==> src/rtl/uart_dbg_pkg.sv <==
// Shared types, ASCII constants and character helpers for the UART debug bridge.
package uart_dbg_pkg;

  typedef enum logic [3:0] {
    S_IDLE, S_ADDR, S_SEP, S_DATA, S_TAIL, S_CNT, S_RCMD, S_ERR,
    S_RD_REQ, S_RD_CAP, S_RD_TX, S_WR_REQ, S_SEND, S_RST_TX, S_RST_PULSE
  } state_e;

  localparam logic [7:0] CH_SP   = 8'h20;
  localparam logic [7:0] CH_TAB  = 8'h09;
  localparam logic [7:0] CH_CR   = 8'h0d;
  localparam logic [7:0] CH_LF   = 8'h0a;
  localparam logic [7:0] CH_R    = 8'h72;
  localparam logic [7:0] CH_STAR = 8'h2a;

  // Fixed responses, left-aligned; the serialiser sends the top bytes first
  localparam int MSG_W = 40;
  localparam logic [MSG_W-1:0] MSG_CRLF = {CH_CR, CH_LF, 24'h0};
  localparam logic [MSG_W-1:0] MSG_OK   = {8'h6f, 8'h6b, CH_CR, CH_LF, 8'h00};
  localparam logic [MSG_W-1:0] MSG_RST  = {8'h72, 8'h73, 8'h74, CH_CR, CH_LF};
  localparam logic [MSG_W-1:0] MSG_ERR  = {8'h3f, CH_CR, CH_LF, 16'h0};

  function automatic logic [7:0] fold_case(input logic [7:0] b);
    return (b >= 8'h41 && b <= 8'h46) ? (b | 8'h20) : b;
  endfunction

  function automatic logic is_hex(input logic [7:0] b);
    return (b >= 8'h30 && b <= 8'h39) || (b >= 8'h61 && b <= 8'h66);
  endfunction

  function automatic logic is_sp(input logic [7:0] b);
    return (b == CH_SP) || (b == CH_TAB);
  endfunction

  function automatic logic is_eol(input logic [7:0] b);
    return (b == CH_CR) || (b == CH_LF);
  endfunction

  function automatic logic [3:0] hex2nib(input logic [7:0] b);
    return (b <= 8'h39) ? b[3:0] : (b[3:0] + 4'd9);
  endfunction

  function automatic logic [7:0] nib2hex(input logic [3:0] n);
    return (n < 4'd10) ? (8'h30 + {4'h0, n}) : (8'h57 + {4'h0, n});
  endfunction

endpackage

==> src/rtl/uart_dbg_txfmt.sv <==
// Response serialiser: optional word as hex digits (MSB first), then up to five literal bytes.
module uart_dbg_txfmt
  import uart_dbg_pkg::*;
#(
  parameter int DATA_W = 32
) (
  input  logic              clk,
  input  logic              rst_n,
  input  logic              i_load,
  input  logic              i_hex_en,
  input  logic [DATA_W-1:0] i_word,
  input  logic [MSG_W-1:0]  i_msg,
  input  logic [2:0]        i_msg_len,
  input  logic              i_tx_ready,
  output logic              o_tx_valid,
  output logic [7:0]        o_tx_data,
  output logic              o_busy
);
  localparam int NDIG = DATA_W / 4;
  localparam int DCW  = $clog2(NDIG + 1);

  logic [DATA_W-1:0] word_q, word_d;
  logic [DCW-1:0]    dig_q, dig_d;
  logic [MSG_W-1:0]  msg_q, msg_d;
  logic [2:0]        len_q, len_d;
  logic              valid_q, valid_d;
  logic [7:0]        data_q, data_d;

  always_comb begin
    word_d  = word_q;
    dig_d   = dig_q;
    msg_d   = msg_q;
    len_d   = len_q;
    valid_d = valid_q;
    data_d  = data_q;
    if (i_load) begin
      word_d = i_word;
      dig_d  = i_hex_en ? DCW'(NDIG) : '0;
      msg_d  = i_msg;
      len_d  = i_msg_len;
    end else if (!valid_q || i_tx_ready) begin
      // Output only advances on acceptance, so data holds while stalled
      if (dig_q != '0) begin
        data_d  = nib2hex(word_q[DATA_W-1 -: 4]);
        word_d  = word_q << 4;
        dig_d   = dig_q - DCW'(1);
        valid_d = 1'b1;
      end else if (len_q != '0) begin
        data_d  = msg_q[MSG_W-1 -: 8];
        msg_d   = msg_q << 8;
        len_d   = len_q - 3'd1;
        valid_d = 1'b1;
      end else begin
        valid_d = 1'b0;
      end
    end
  end

  always_ff @(posedge clk or negedge rst_n) begin
    if (!rst_n) begin
      word_q  <= '0;
      dig_q   <= '0;
      msg_q   <= '0;
      len_q   <= '0;
      valid_q <= 1'b0;
      data_q  <= '0;
    end else begin
      word_q  <= word_d;
      dig_q   <= dig_d;
      msg_q   <= msg_d;
      len_q   <= len_d;
      valid_q <= valid_d;
      data_q  <= data_d;
    end
  end

  assign o_tx_valid = valid_q;
  assign o_tx_data  = data_q;
  assign o_busy     = valid_q || (dig_q != '0) || (len_q != '0);

endmodule

==> src/rtl/uart_dbg_bridge.sv <==
// ASCII hex debug command parser mastering a simple read/write bus port,
// with burst reads, target reset pulse and overrun reporting.
module uart_dbg_bridge
  import uart_dbg_pkg::*;
#(
  parameter int ADDR_W     = 32,
  parameter int DATA_W     = 32,
  parameter int MAX_BURST  = 16,
  parameter int RST_CYCLES = 4
) (
  input  logic                clk,
  input  logic                rst_n,
  input  logic                i_rx_valid,
  input  logic [7:0]          i_rx_data,
  output logic                o_tx_valid,
  output logic [7:0]          o_tx_data,
  input  logic                i_tx_ready,
  output logic                o_rd_req,
  output logic [ADDR_W-1:0]   o_rd_addr,
  input  logic                i_rd_gnt,
  input  logic [DATA_W-1:0]   i_rd_data,
  output logic                o_wr_req,
  output logic [ADDR_W-1:0]   o_wr_addr,
  output logic [DATA_W-1:0]   o_wr_data,
  output logic [DATA_W/8-1:0] o_wr_be,
  input  logic                i_wr_gnt,
  output logic                o_rst_n,
  output logic [ADDR_W-1:0]   o_boot_addr,
  output logic                o_overrun
);
  localparam logic [ADDR_W-1:0] ADDR_INC = ADDR_W'(DATA_W / 8);

  state_e            state_q, state_d;
  logic [ADDR_W-1:0] addr_q, addr_d, boot_q, boot_d;
  logic [DATA_W-1:0] data_q, data_d;
  logic [7:0]        cnt_q, cnt_d;
  logic [15:0]       rcnt_q, rcnt_d;
  logic              rd_req_q, rd_req_d, wr_req_q, wr_req_d;
  logic              trst_n_q, trst_n_d, ovr_q, ovr_d;

  logic              tx_load, tx_hex, tx_busy;
  logic [MSG_W-1:0]  tx_msg;
  logic [2:0]        tx_len;
  logic [7:0]        rx;
  logic [3:0]        nib;
  logic              hex, sp, eol, parsing;

  always_comb begin
    rx      = fold_case(i_rx_data);
    nib     = hex2nib(rx);
    hex     = i_rx_valid && is_hex(rx);
    sp      = i_rx_valid && is_sp(rx);
    eol     = i_rx_valid && is_eol(rx);
    parsing = state_q inside {S_IDLE, S_ADDR, S_SEP, S_DATA, S_TAIL, S_CNT, S_RCMD, S_ERR};

    state_d  = state_q;
    addr_d   = addr_q;
    boot_d   = boot_q;
    data_d   = data_q;
    cnt_d    = cnt_q;
    rcnt_d   = rcnt_q;
    rd_req_d = rd_req_q;
    wr_req_d = wr_req_q;
    trst_n_d = trst_n_q;
    ovr_d    = ovr_q;
    tx_load  = 1'b0;
    tx_hex   = 1'b0;
    tx_msg   = MSG_CRLF;
    tx_len   = 3'd2;

    if (i_rx_valid && !parsing) ovr_d = 1'b1;
    else if (eol)               ovr_d = 1'b0;

    unique case (state_q)
      S_IDLE: begin
        if (hex) begin
          addr_d  = ADDR_W'(nib);
          state_d = S_ADDR;
        end else if (i_rx_valid && rx == CH_R) begin
          addr_d  = '0;
          state_d = S_RCMD;
        end else if (i_rx_valid && !sp && !eol) begin
          state_d = S_ERR;
        end
      end
      S_ADDR: begin
        if (hex)      addr_d = {addr_q[ADDR_W-5:0], nib};
        else if (sp)  state_d = S_SEP;
        else if (eol) begin
          cnt_d    = 8'd1;
          rd_req_d = 1'b1;
          state_d  = S_RD_REQ;
        end else if (i_rx_valid) state_d = S_ERR;
      end
      S_SEP: begin
        if (hex) begin
          data_d  = DATA_W'(nib);
          state_d = S_DATA;
        end else if (i_rx_valid && rx == CH_STAR) begin
          cnt_d   = '0;
          state_d = S_CNT;
        end else if (eol) begin
          cnt_d    = 8'd1;
          rd_req_d = 1'b1;
          state_d  = S_RD_REQ;
        end else if (i_rx_valid && !sp) state_d = S_ERR;
      end
      S_DATA, S_TAIL: begin
        if (hex && state_q == S_DATA) data_d = {data_q[DATA_W-5:0], nib};
        else if (sp)  state_d = S_TAIL;
        else if (eol) begin
          wr_req_d = 1'b1;
          state_d  = S_WR_REQ;
        end else if (i_rx_valid) state_d = S_ERR;
      end
      S_CNT: begin
        if (hex) cnt_d = {cnt_q[3:0], nib};
        else if (eol) begin
          if (cnt_q != 8'd0 && cnt_q <= 8'(MAX_BURST)) begin
            rd_req_d = 1'b1;
            state_d  = S_RD_REQ;
          end else begin
            tx_load = 1'b1;
            tx_msg  = MSG_ERR;
            tx_len  = 3'd3;
            state_d = S_SEND;
          end
        end else if (i_rx_valid) state_d = S_ERR;
      end
      S_RCMD: begin
        if (hex) addr_d = {addr_q[ADDR_W-5:0], nib};
        else if (eol) begin
          boot_d  = {addr_q[ADDR_W-1:2], 2'b00};
          tx_load = 1'b1;
          tx_msg  = MSG_RST;
          tx_len  = 3'd5;
          state_d = S_RST_TX;
        end else if (i_rx_valid && !sp) state_d = S_ERR;
      end
      S_ERR: begin
        if (eol) begin
          tx_load = 1'b1;
          tx_msg  = MSG_ERR;
          tx_len  = 3'd3;
          state_d = S_SEND;
        end
      end
      S_RD_REQ: begin
        if (i_rd_gnt) begin
          rd_req_d = 1'b0;
          state_d  = S_RD_CAP;
        end
      end
      S_RD_CAP: begin
        // Read data is only valid this cycle; it goes straight into the serialiser
        tx_load = 1'b1;
        tx_hex  = 1'b1;
        addr_d  = addr_q + ADDR_INC;
        cnt_d   = cnt_q - 8'd1;
        state_d = S_RD_TX;
      end
      S_RD_TX: begin
        if (!tx_busy) begin
          if (cnt_q != 8'd0) begin
            rd_req_d = 1'b1;
            state_d  = S_RD_REQ;
          end else begin
            state_d = S_IDLE;
          end
        end
      end
      S_WR_REQ: begin
        if (i_wr_gnt) begin
          wr_req_d = 1'b0;
          tx_load  = 1'b1;
          tx_msg   = MSG_OK;
          tx_len   = 3'd4;
          state_d  = S_SEND;
        end
      end
      S_SEND: begin
        if (!tx_busy) state_d = S_IDLE;
      end
      S_RST_TX: begin
        if (!tx_busy) begin
          trst_n_d = 1'b0;
          rcnt_d   = 16'(RST_CYCLES - 1);
          state_d  = S_RST_PULSE;
        end
      end
      S_RST_PULSE: begin
        if (rcnt_q == 16'd0) begin
          trst_n_d = 1'b1;
          state_d  = S_IDLE;
        end else begin
          rcnt_d = rcnt_q - 16'd1;
        end
      end
      default: state_d = S_IDLE;
    endcase
  end

  always_ff @(posedge clk or negedge rst_n) begin
    if (!rst_n) begin
      state_q  <= S_IDLE;
      addr_q   <= '0;
      boot_q   <= '0;
      data_q   <= '0;
      cnt_q    <= '0;
      rcnt_q   <= '0;
      rd_req_q <= 1'b0;
      wr_req_q <= 1'b0;
      trst_n_q <= 1'b1;
      ovr_q    <= 1'b0;
    end else begin
      state_q  <= state_d;
      addr_q   <= addr_d;
      boot_q   <= boot_d;
      data_q   <= data_d;
      cnt_q    <= cnt_d;
      rcnt_q   <= rcnt_d;
      rd_req_q <= rd_req_d;
      wr_req_q <= wr_req_d;
      trst_n_q <= trst_n_d;
      ovr_q    <= ovr_d;
    end
  end

  uart_dbg_txfmt #(.DATA_W(DATA_W)) u_txfmt (
    .clk        (clk),
    .rst_n      (rst_n),
    .i_load     (tx_load),
    .i_hex_en   (tx_hex),
    .i_word     (i_rd_data),
    .i_msg      (tx_msg),
    .i_msg_len  (tx_len),
    .i_tx_ready (i_tx_ready),
    .o_tx_valid (o_tx_valid),
    .o_tx_data  (o_tx_data),
    .o_busy     (tx_busy)
  );

  assign o_rd_req    = rd_req_q;
  assign o_rd_addr   = addr_q;
  assign o_wr_req    = wr_req_q;
  assign o_wr_addr   = addr_q;
  assign o_wr_data   = data_q;
  assign o_wr_be     = '1;
  assign o_rst_n     = trst_n_q;
  assign o_boot_addr = boot_q;
  assign o_overrun   = ovr_q;

endmodule

==> config.mk <==
export PLATFORM = sky130hd
export DESIGN_NAME = uart_dbg_bridge
export DESIGN_NICKNAME = d
export VERILOG_FILES = /design/src/rtl/uart_dbg_pkg.sv /design/src/rtl/uart_dbg_txfmt.sv /design/src/rtl/uart_dbg_bridge.sv
export SDC_FILE = /design/constraint.sdc
export NUM_CORES = 1
export LEC_CHECK = 0
export BUFFER_PORTS_ARGS = -buffer_cell sky130_fd_sc_hd__buf_2
export CAP_MARGIN = 20
export CORE_AREA = 2 2 188 116
export CTS_CLUSTER_SIZE = 25
export DETAILED_ROUTE_END_ITERATION = 10
export DIE_AREA = 0 0 190 118
export PLACE_DENSITY = 0.73
export SLEW_MARGIN = 40
export SYNTH_ARGS = -nofsm -noshare
export SYNTH_HDL_FRONTEND = slang
export SYNTH_SLANG_ARGS = --single-unit
export TNS_END_PERCENT = 30
==> constraint.sdc <==
create_clock -name clk -period 2.7 [get_ports clk]
set_input_delay 0.675 -clock clk [delete_from_list [all_inputs] [get_ports clk]]
set_output_delay 0.675 -clock clk [all_outputs]
set_load 0.01 [all_outputs]
==> flow_summary.ini, run 1 <==
[placed_design]
placement.io_buffers = 183
routabilityCongestion = 0.984
place.detailed.hpwl_mm = 20.9
setup_slack_placement_ns = -0.208

[timing]
clock-skew-final_ns = 0.00924
fmax_ghz = 0.388
whs_ns = 0.250
max_transition_margin = 0.595
finalHoldViolations = 0
period_share = 0.955
unrepaired_setup_endpoints_after_global_routing = false
worst_pin_slew_ns = 0.608
min_period_ns = 2.58
finalSetupViolations = 0
finalWorstSetupSlack_ns = 0.122
maxSlewViolCount = 0

[power]
sw_frac_of_total = 0.397
ir_drop_mv = 0.567
internal_power_w = 0.00685
power.density_mw_per_mm2 = 899
power_frac_clock = 0.223
relative_contribution_of_combinational_cells_to_total_power = 0.411
power_switching_w = 0.00451
report.power.total_w = 0.0114
static_leakage_nw = 6.03
power_frac_seq = 0.366

[routing]
dr.first_iter.drc_count = 874
wl_mm = 28.7
postRouteAntennaNets = 0
routed_wire_length_per_instance_um = 17.6
via_per_inst = 5.71
num_vias = 9340
drc = 0
drt-pass1-iter-count = 5

[synth]
seq_area_frac_synth = 0.459
ys_dominant_reg_cell = dfrtp_1
post_synthesis_xor_xnor_area_fraction = 0.0169
synth_compound_gate_area_share = 0.193
postSynthCellCount = 1137
synth.area.mux_share = 0.0510
synthAdderAreaFrac = 0.0145
syn-cell-area_sq_mm = 0.0104
synth_enable_flop_cells = 0
yosys_warnings = 0
largest_family_of_logic_cells_by_synthesized_area = simple AND/OR/NAND/NOR gates
synth.distinct_cells = 82
yosys.area_share.simple = 0.199
synth_area_per_cell_sq_um = 9.12
synth_async_sr_flop_share = 1.00
postSynthRegisterBits = 190

[grt]
grt_first_pass_wirelength_mm = 47.0
grt_util_all_layers = 0.262
maximum_number_of_pins_on_one_net_before_global_route_repair = 69
first_global_vias = 8752
grt-ovfl-total = 0
grt_antenna_before_repair = 0

[die]
die_w_um = 190
die_area_sq_mm = 0.0224
std_cell_rows = 41
die-height_um = 118
total_core_area_sq_mm = 0.0207
ios = 191
initial_standard_cell_utilization_of_the_core = 0.502

[critical_path]
reg2regPathDepth = 9
critical_path_peak_fanout = 4
worst_path_class_setup = reg -> reg
crit_path_top_delay_cell = or3b_1
critical_path_arrival_ns = 2.95
worstPathRequired_ns = 3.07
timing.critical_path.from_type = register
r2r_start = u_txfmt.dig_q[0]
worst-r2r-setup-slack_ns = 0.12
endpoint_of_the_lowest_slack_register_to_register_path = rcnt_q[13]
timing.critical_path.cells = inv_1 -> ha_1 -> or3b_1 -> buf_4 -> nor4_4 -> a21o_1 -> nand3_1 -> or4_1 -> a21oi_1
critical_path.max_stage_delay_ns = 0.46
end_kind = register

[clocking]
cts.sink_count = 190
clockRootBuffer = clkbuf_16
clock_path_buffers = 2
cts_tree = built
cts.reportedPaths.clkPinSlew_ns = 0.08
clock_insertion_delay_worst_skew_ns = 0.44
tritoncts.num_buffers = 17
cts_htree_levels = 4
post_cts_hold_buffer_count = 0

[finish]
layout_commonest_cell = nand2_1
postLayoutCoreUtil = 0.611
layout_area_growth_over_synthesis_pct = 21.8
antenna-diode-count = 0
final_layout_size_suffix_gt1_frac = 0.293
layout_common_cells = nand2_1 (198), dfrtp_1 (189), buf_2 (182)
fin_nets = 1403

[hold_path]
hold_path_class = in -> async

[flow_run]
drv_cap = 0

[status]
outcome = finished clean
cells by family after synthesis:
group	after synthesis
AND/OR/NAND/NOR	436
buffers and inverters	131
multiplexers	46
adder cells (fa/ha/maj)	12
XOR/XNOR	20
other	2
AO/OA/AOI/OAI	300
flip-flops	190
cell usage after synthesis, drive strengths merged (4+ instances only):
library cell / n / area [sq um]
a211oi: 7 / 52.6
a21o: 9 / 67.6
a21oi: 49 / 245
a22o: 12 / 105
a31oi: 31 / 194
a32o: 23 / 230
and2: 7 / 43.8
and3: 10 / 62.6
and4: 5 / 43.8
buf: 63 / 432
clkbuf: 43 / 161
dfrtp: 189 / 4730
ha: 12 / 150
inv: 25 / 93.8
mux2: 40 / 469
mux2i: 6 / 60.1
nand2: 199 / 754
nand2b: 8 / 50.1
nand3: 27 / 135
nand3b: 6 / 45.0
nand4: 11 / 68.8
nor2: 93 / 349
nor2b: 4 / 25.0
nor3: 16 / 85.1
nor3b: 5 / 37.5
nor4: 10 / 77.6
o211ai: 6 / 45.0
o21ai: 95 / 475
o21bai: 4 / 30.0
o22ai: 5 / 31.3
o2bb2ai: 10 / 87.6
o31ai: 8 / 60.1
or2: 4 / 25.0
or3: 9 / 66.3
or3b: 4 / 35.0
or4: 7 / 52.6
xnor2: 9 / 78.8
xor2: 11 / 96.3
worst max-delay path: cells and delay by family, from the launching register on:
family,cells,cell delay [ns]
AO/OA/AOI/OAI,2,0.31
adder cells (fa/ha/maj),1,0.16
buffers and inverters,2,0.28
flip-flops,1,0.41
AND/OR/NAND/NOR,4,1.36
flip-flops by register name, indices dropped and copies added (netlist names):
| signal | flops |
|---|---|
| u_txfmt.dig_q | 4 |
| o_wr_req | 1 |
| state_q | 4 |
| u_txfmt.len_q | 3 |
| cnt_q | 8 |
| u_txfmt.msg_q | 17 |
| o_rd_addr | 32 |
| u_txfmt.o_tx_valid | 1 |
| o_rd_req | 1 |
| o_wr_data | 32 |
| o_overrun | 1 |
| o_boot_addr | 30 |
| u_txfmt.o_tx_data | 7 |
| o_rst_n | 1 |
| rcnt_q | 16 |
| u_txfmt.word_q | 32 |
power by group through the flow:
stage	sequential [W]	clock (W)	combinational, W
after global placement	0.00416	0	0.00450
after global routing	0.00425	0.00272	0.00512
after floorplan	0.00404	0	0.00298
after detailed placement	0.00418	0	0.00459
final	0.00415	0.00254	0.00467
after CTS	0.00414	0.00259	0.00461
stage by stage:
stage | setup TNS [ns] | instances | instance area [sq um]
5_1_grt | 0 | 1637 | 12600
4_1_cts | 0 | 1637 | 12600
2_1_floorplan | -0.507 | 1142 | 10400
6_report | 0 | 1637 | 12600
3_3_place_gp | -8.32 | 1605 | 12000
3_5_place_dp | -10.83 | 1605 | 12000
timing repair:
item | CTS | global route
endpoints found under the setup margin | 0 | 2
gates resized for setup | 0 | 2
setup buffers | 0 | 0
final cells by class:
| class | count | area, sq um |
|---|---|---|
| flip-flops and latches | 190 | 4760 |
| inverters | 25 | 93.8 |
| clock buffers | 18 | 439 |
| well taps | 279 | 349 |
| clock inverters | 14 | 150 |
| repair buffers | 290 | 1830 |
| fillers | 1768 | 8040 |
| multi-input cells | 821 | 5020 |
how the worst max path moves through the flow:
stage                          start              endpoint  slack (ns)  cells past startpoint
floorplan               i_rx_data[4]  u_txfmt.o_tx_data[0]       -0.10                      8
global placement        i_rx_data[0]  u_txfmt.o_tx_data[3]       -0.15                     10
detailed placement      i_rx_data[0]         o_rd_addr[28]       -0.21                     13
CTS                 u_txfmt.dig_q[0]            rcnt_q[13]        0.13                      9
global route        u_txfmt.dig_q[0]            rcnt_q[13]       0.003                      9
finish              u_txfmt.dig_q[0]            rcnt_q[13]        0.12                      9
routing by layer:
layer	vias up	track usage	share of wire
li1	4456	-	-
met1	4533	0.403	0.49
met2	325	0.372	0.43
met3	24	0.0584	0.070
met4	2	0.0514	0.0094
met5	-	0.0317	0.0032
Power figures use the tool's default switching activity.
==> run 2, diff against run 1 <==
--- a/config.mk
+++ b/config.mk
@@ -12,6 +12,7 @@
 export DETAILED_ROUTE_END_ITERATION = 10
 export DIE_AREA = 0 0 190 118
 export PLACE_DENSITY = 0.73
+export REMOVE_ABC_BUFFERS = 1
 export SLEW_MARGIN = 40
 export SYNTH_ARGS = -nofsm -noshare
 export SYNTH_HDL_FRONTEND = slang
==> flow_summary.ini, run 2 (synthesis gave the netlist of run 1 again) <==
[placed_design]
placement.io_buffers = 183
routabilityCongestion = 0.954
setup_slack_placement_ns = -0.277
place.detailed.hpwl_mm = 21.0

[critical_path]
end_kind = register
worst_path_class_setup = in -> reg
crit_path_top_delay_cell = or3b_1
timing.critical_path.cells = buf_2 -> inv_1 -> buf_4 -> ha_1 -> or3b_1 -> and4_1 -> a22oi_2 -> a21boi_1 -> o21ba_2 -> buf_12 -> a32o_1
worstPathRequired_ns = 3.02
reg2regPathDepth = 8
critical_path_peak_fanout = 21
critical_path.max_stage_delay_ns = 0.38
r2r_start = cnt_q[1]
timing.critical_path.from_type = input pin
worst-r2r-setup-slack_ns = 0.18
endpoint_of_the_lowest_slack_register_to_register_path = u_txfmt.o_tx_data[2]
critical_path_arrival_ns = 2.87

[finish]
final_layout_size_suffix_gt1_frac = 0.286
layout_common_cells = nand2_1 (198), dfrtp_1 (189), buf_2 (182)
layout_commonest_cell = nand2_1
antenna-diode-count = 0
postLayoutCoreUtil = 0.612
fin_nets = 1408
layout_area_growth_over_synthesis_pct = 22.0

[timing]
whs_ns = 0.236
finalHoldViolations = 0
finalSetupViolations = 0
clock-skew-final_ns = 0.00653
worst_pin_slew_ns = 0.873
maxSlewViolCount = 0
finalWorstSetupSlack_ns = 0.155
fmax_ghz = 0.393
period_share = 0.943
unrepaired_setup_endpoints_after_global_routing = false
max_transition_margin = 0.413
min_period_ns = 2.55

[power]
static_leakage_nw = 6.04
ir_drop_mv = 0.547
power.density_mw_per_mm2 = 885

[clocking]
cts.sink_count = 190
clock_path_buffers = 2
cts.reportedPaths.clkPinSlew_ns = 0.07
clockRootBuffer = clkbuf_16
tritoncts.num_buffers = 17
post_cts_hold_buffer_count = 0
cts_tree = built
cts_htree_levels = 4
clock_insertion_delay_worst_skew_ns = 0.43

[die]
ios = 191
die-height_um = 118
die_area_sq_mm = 0.0224
die_w_um = 190
total_core_area_sq_mm = 0.0207
initial_standard_cell_utilization_of_the_core = 0.502
std_cell_rows = 41

[routing]
postRouteAntennaNets = 0
num_vias = 9431
wl_mm = 28.5
routed_wire_length_per_instance_um = 17.3
drc = 0
dr.first_iter.drc_count = 778
via_per_inst = 5.74
drt-pass1-iter-count = 5

[grt]
grt_antenna_before_repair = 1
first_global_vias = 8973
grt_first_pass_wirelength_mm = 47.3
grt_util_all_layers = 0.260
grt-ovfl-total = 0
maximum_number_of_pins_on_one_net_before_global_route_repair = 67

[flow_run]
drv_cap = 0

[hold_path]
hold_path_class = in -> async

[status]
outcome = finished clean
==> run 2: cell types whose count changed in the layout (fill, tap and decap cells not counted), sizes merged <==
| cell | change |
|---|---|
| buf | +5 |
| inv | -5 |
| clkinvlp | +1 |
| clkbuf | +4 |
==> run 2: per-layer routing <==
| metal | vias to the layer above | GRT usage | share of wire | routed length (um) |
|---|---|---|---|---|
| met5 | - | 0 | 0 | 0 |
| met4 | 0 | 0.0577 | 0.0088 | 251 |
| met3 | 20 | 0.0590 | 0.083 | 2370 |
| met2 | 371 | 0.363 | 0.41 | 11800 |
| met1 | 4570 | 0.405 | 0.49 | 14000 |
| li1 | 4470 | - | - | - |
==> run 2: layout make-up <==
cell class / count / area (sq um)
inverters: 25 / 93.8
clock inverters: 10 / 90.1
clock buffers: 22 / 444
well taps: 279 / 349
fillers: 1780 / 8020
flip-flops and latches: 190 / 4760
multi-input cells: 821 / 5000
repair buffers: 295 / 1920
==> run 2: where the power goes <==
group / total (W) / switching (W) / internal, W / leakage, nW
Combinational: 0.00466 / 0.00263 / 0.00203 / 3.28
Clock: 0.00235 / 0.00108 / 0.00127 / 0.254
Sequential: 0.00418 / 0.000647 / 0.00353 / 2.51
Total: 0.0112 / 0.00437 / 0.00683 / 6.04
==> run 2: through the flow <==
stage	instance area (sq um)	cells	TNS [ns]	power [W]
finish	12600	1642	0	0.0112
global placement	12100	1610	-24.77	0.00867
CTS	12600	1642	0	0.0112
global route	12600	1642	0	0.0119
detailed placement	12100	1610	-27.30	0.00880
floorplan	9800	1036	-343.84	0.00677
==> run 2: repair_timing <==
item | CTS | global route
setup endpoints to repair | 0 | 2
buffers inserted | 0 | 0
gates resized for setup | 0 | 2
==> run 2: critical path: cells and delay by family <==
family          cells  cell delay, ns
fa+ha+maj           1            0.18
compound gates      4            0.92
simple gates        2            0.63
buf+inv             4            0.45
==> run 2: how the worst max path moves through the flow <==
stage | slack (ns) | from | cells past startpoint | to
floorplan | -3.62 | i_rx_data[4] | 6 | u_txfmt.o_tx_data[0]
global placement | -0.24 | i_rx_data[1] | 12 | state_q[0]
detailed placement | -0.28 | i_rx_data[1] | 11 | o_rd_addr[31]
CTS | 0.19 | i_rx_data[1] | 11 | o_rd_addr[31]
global route | 0.03 | cnt_q[1] | 8 | u_txfmt.o_tx_data[3]
finish | 0.15 | i_rx_data[1] | 11 | o_rd_addr[24]
==> run 3, diff against run 2 <==
--- a/config.mk
+++ b/config.mk
@@ -7,10 +7,12 @@
 export LEC_CHECK = 0
 export BUFFER_PORTS_ARGS = -buffer_cell sky130_fd_sc_hd__buf_2
 export CAP_MARGIN = 20
-export CORE_AREA = 2 2 188 116
+export CELL_PAD_IN_SITES_DETAIL_PLACEMENT = 1
+export CELL_PAD_IN_SITES_GLOBAL_PLACEMENT = 2
+export CORE_AREA = 2 2 240 147
 export CTS_CLUSTER_SIZE = 25
 export DETAILED_ROUTE_END_ITERATION = 10
-export DIE_AREA = 0 0 190 118
+export DIE_AREA = 0 0 242 149
 export PLACE_DENSITY = 0.73
 export REMOVE_ABC_BUFFERS = 1
 export SLEW_MARGIN = 40
==> flow_summary.ini, run 3 (synthesis gave the netlist of run 1 again) <==
[clocking]
tritoncts.num_buffers = 17
clockRootBuffer = clkbuf_16
cts.sink_count = 190
clock_path_buffers = 2
clock_insertion_delay_worst_skew_ns = 0.46
post_cts_hold_buffer_count = 0
cts_tree = built
cts.reportedPaths.clkPinSlew_ns = 0.08
cts_htree_levels = 4

[placed_design]
place.detailed.hpwl_mm = 25.2
dpl-instance-area_sq_mm = 0.0124
routabilityCongestion = 0.903
placement.io_buffers = 183

[timing]
maxSlewViolCount = 0
finalSetupViolations = 0
min_period_ns = 2.57
period_share = 0.951
max_transition_margin = 0.525
unrepaired_setup_endpoints_after_global_routing = false
clock-skew-final_ns = 0.0142
finalHoldViolations = 0
fmax_ghz = 0.390
whs_ns = 0.173
worst_pin_slew_ns = 0.709

[status]
outcome = finished clean

[finish]
layout_area_growth_over_synthesis_pct = 25.7
fill_cells = 4054
antenna-diode-count = 0
fin_nets = 1421
final_design_area_no_fill_sq_mm = 0.0130
layout_commonest_cell = nand2_1
postLayoutCoreUtil = 0.381
register_area_sq_mm = 0.00476
layout_common_cells = nand2_1 (198), dfrtp_1 (189), buf_2 (182)
final_layout_size_suffix_gt1_frac = 0.296
multiInputGateArea_sq_mm = 0.00500

[grt]
maximum_number_of_pins_on_one_net_before_global_route_repair = 55
grt-ovfl-total = 0
first_global_vias = 9348
grt_antenna_before_repair = 0
grt_first_pass_wirelength_mm = 54.5
grt_util_all_layers = 0.192

[power]
power.density_mw_per_mm2 = 903
ir_drop_mv = 0.554
static_leakage_nw = 6.14

[routing]
via_per_inst = 5.15
wl_mm = 34.3
drt-pass1-iter-count = 5
routed_wire_length_per_instance_um = 18.6
dr.max_layer_used = met4
wl_met3_mm = 1.52
met1_length_mm = 18.3
met2_length_mm = 14.2
postRouteAntennaNets = 0
dr.first_iter.drc_count = 784
drc = 0
num_vias = 9500

[hold_path]
hold_path_class = in -> async

[critical_path]
timing.critical_path.cells = inv_1 -> ha_1 -> nor3b_2 -> buf_4 -> xnor2_1 -> a311o_1 -> nand2_4 -> or3_4 -> mux2_4
worst_path_class_setup = reg -> reg
critical_path_peak_fanout = 7
crit_path_top_delay_cell = or3_4
critical_path_arrival_ns = 2.90
path_buf_inv = 2
worstPathRequired_ns = 3.04
timing.critical_path.from_type = register
critical-path-top-delay-family = simple AND/OR/NAND/NOR gates
critical_path.max_stage_delay_ns = 0.47
end_kind = register

[die]
die_w_um = 242
ios = 191
total_core_area_sq_mm = 0.0342
std_cell_rows = 53
die_area_sq_mm = 0.0361
die-height_um = 149
initial_standard_cell_utilization_of_the_core = 0.303

[flow_run]
drv_cap = 0
[run 3: metrics by stage]
step           setup TNS [ns]  worst slack, ns  cells  power [W]
6_report                    0            0.133   1843     0.0118
5_1_grt                     0           0.0135   1843     0.0126
4_1_cts                     0           0.0934   1842     0.0119
3_5_place_dp           -22.18           -0.370   1810    0.00903
3_3_place_gp           -14.77           -0.293   1810    0.00889
2_1_floorplan         -343.84            -3.62   1036    0.00677
[run 3: power by group]
part	total, W	internal, W	switching, W	leakage (nW)
combinational	0.00486	0.00206	0.00279	3.32
clock	0.00279	0.00159	0.00120	0.307
sequential	0.00413	0.00353	0.000602	2.51
[run 3: metal layers]
metal  vias to the layer above  GRT usage
li1                       4493          -
met4                         0     0.0401
met2                       218      0.272
met3                        18     0.0369
met5                         -          0
met1                      4771      0.298
[run 3: final timing paths]
kind / start / endpoint / slack, ns / cells past startpoint
setup / recovery: cnt_q[1] / u_txfmt.o_tx_data[0] / 0.13 / 9
hold / removal: rst_n / o_boot_addr[3] / 0.17 / 1
setup reg to reg: cnt_q[1] / u_txfmt.o_tx_data[0] / 0.13 / 9
hold reg to reg: o_wr_data[29] / o_wr_data[29] / 0.48 / 2
max in group asynchronous: rst_n / cnt_q[7] / 1.87 / 2
min in group clk: i_rd_data[3] / u_txfmt.word_q[3] / 0.43 / 3
[run 3: cell type report]
| cell class | instances | area share |
|---|---|---|
| multi-input cells | 821 | 0.384 |
| clock buffers | 20 | 0.0343 |
| inverters | 25 | 0.00720 |
| repair buffers | 308 | 0.152 |
| well taps | 467 | 0.0448 |
| flip-flops and latches | 190 | 0.365 |
| clock inverters | 12 | 0.0138 |
[run 3: what timing repair did]
action,in CTS,in global routing
buffers inserted,0,1
setup endpoints to repair,0,33
gates resized for setup,0,1
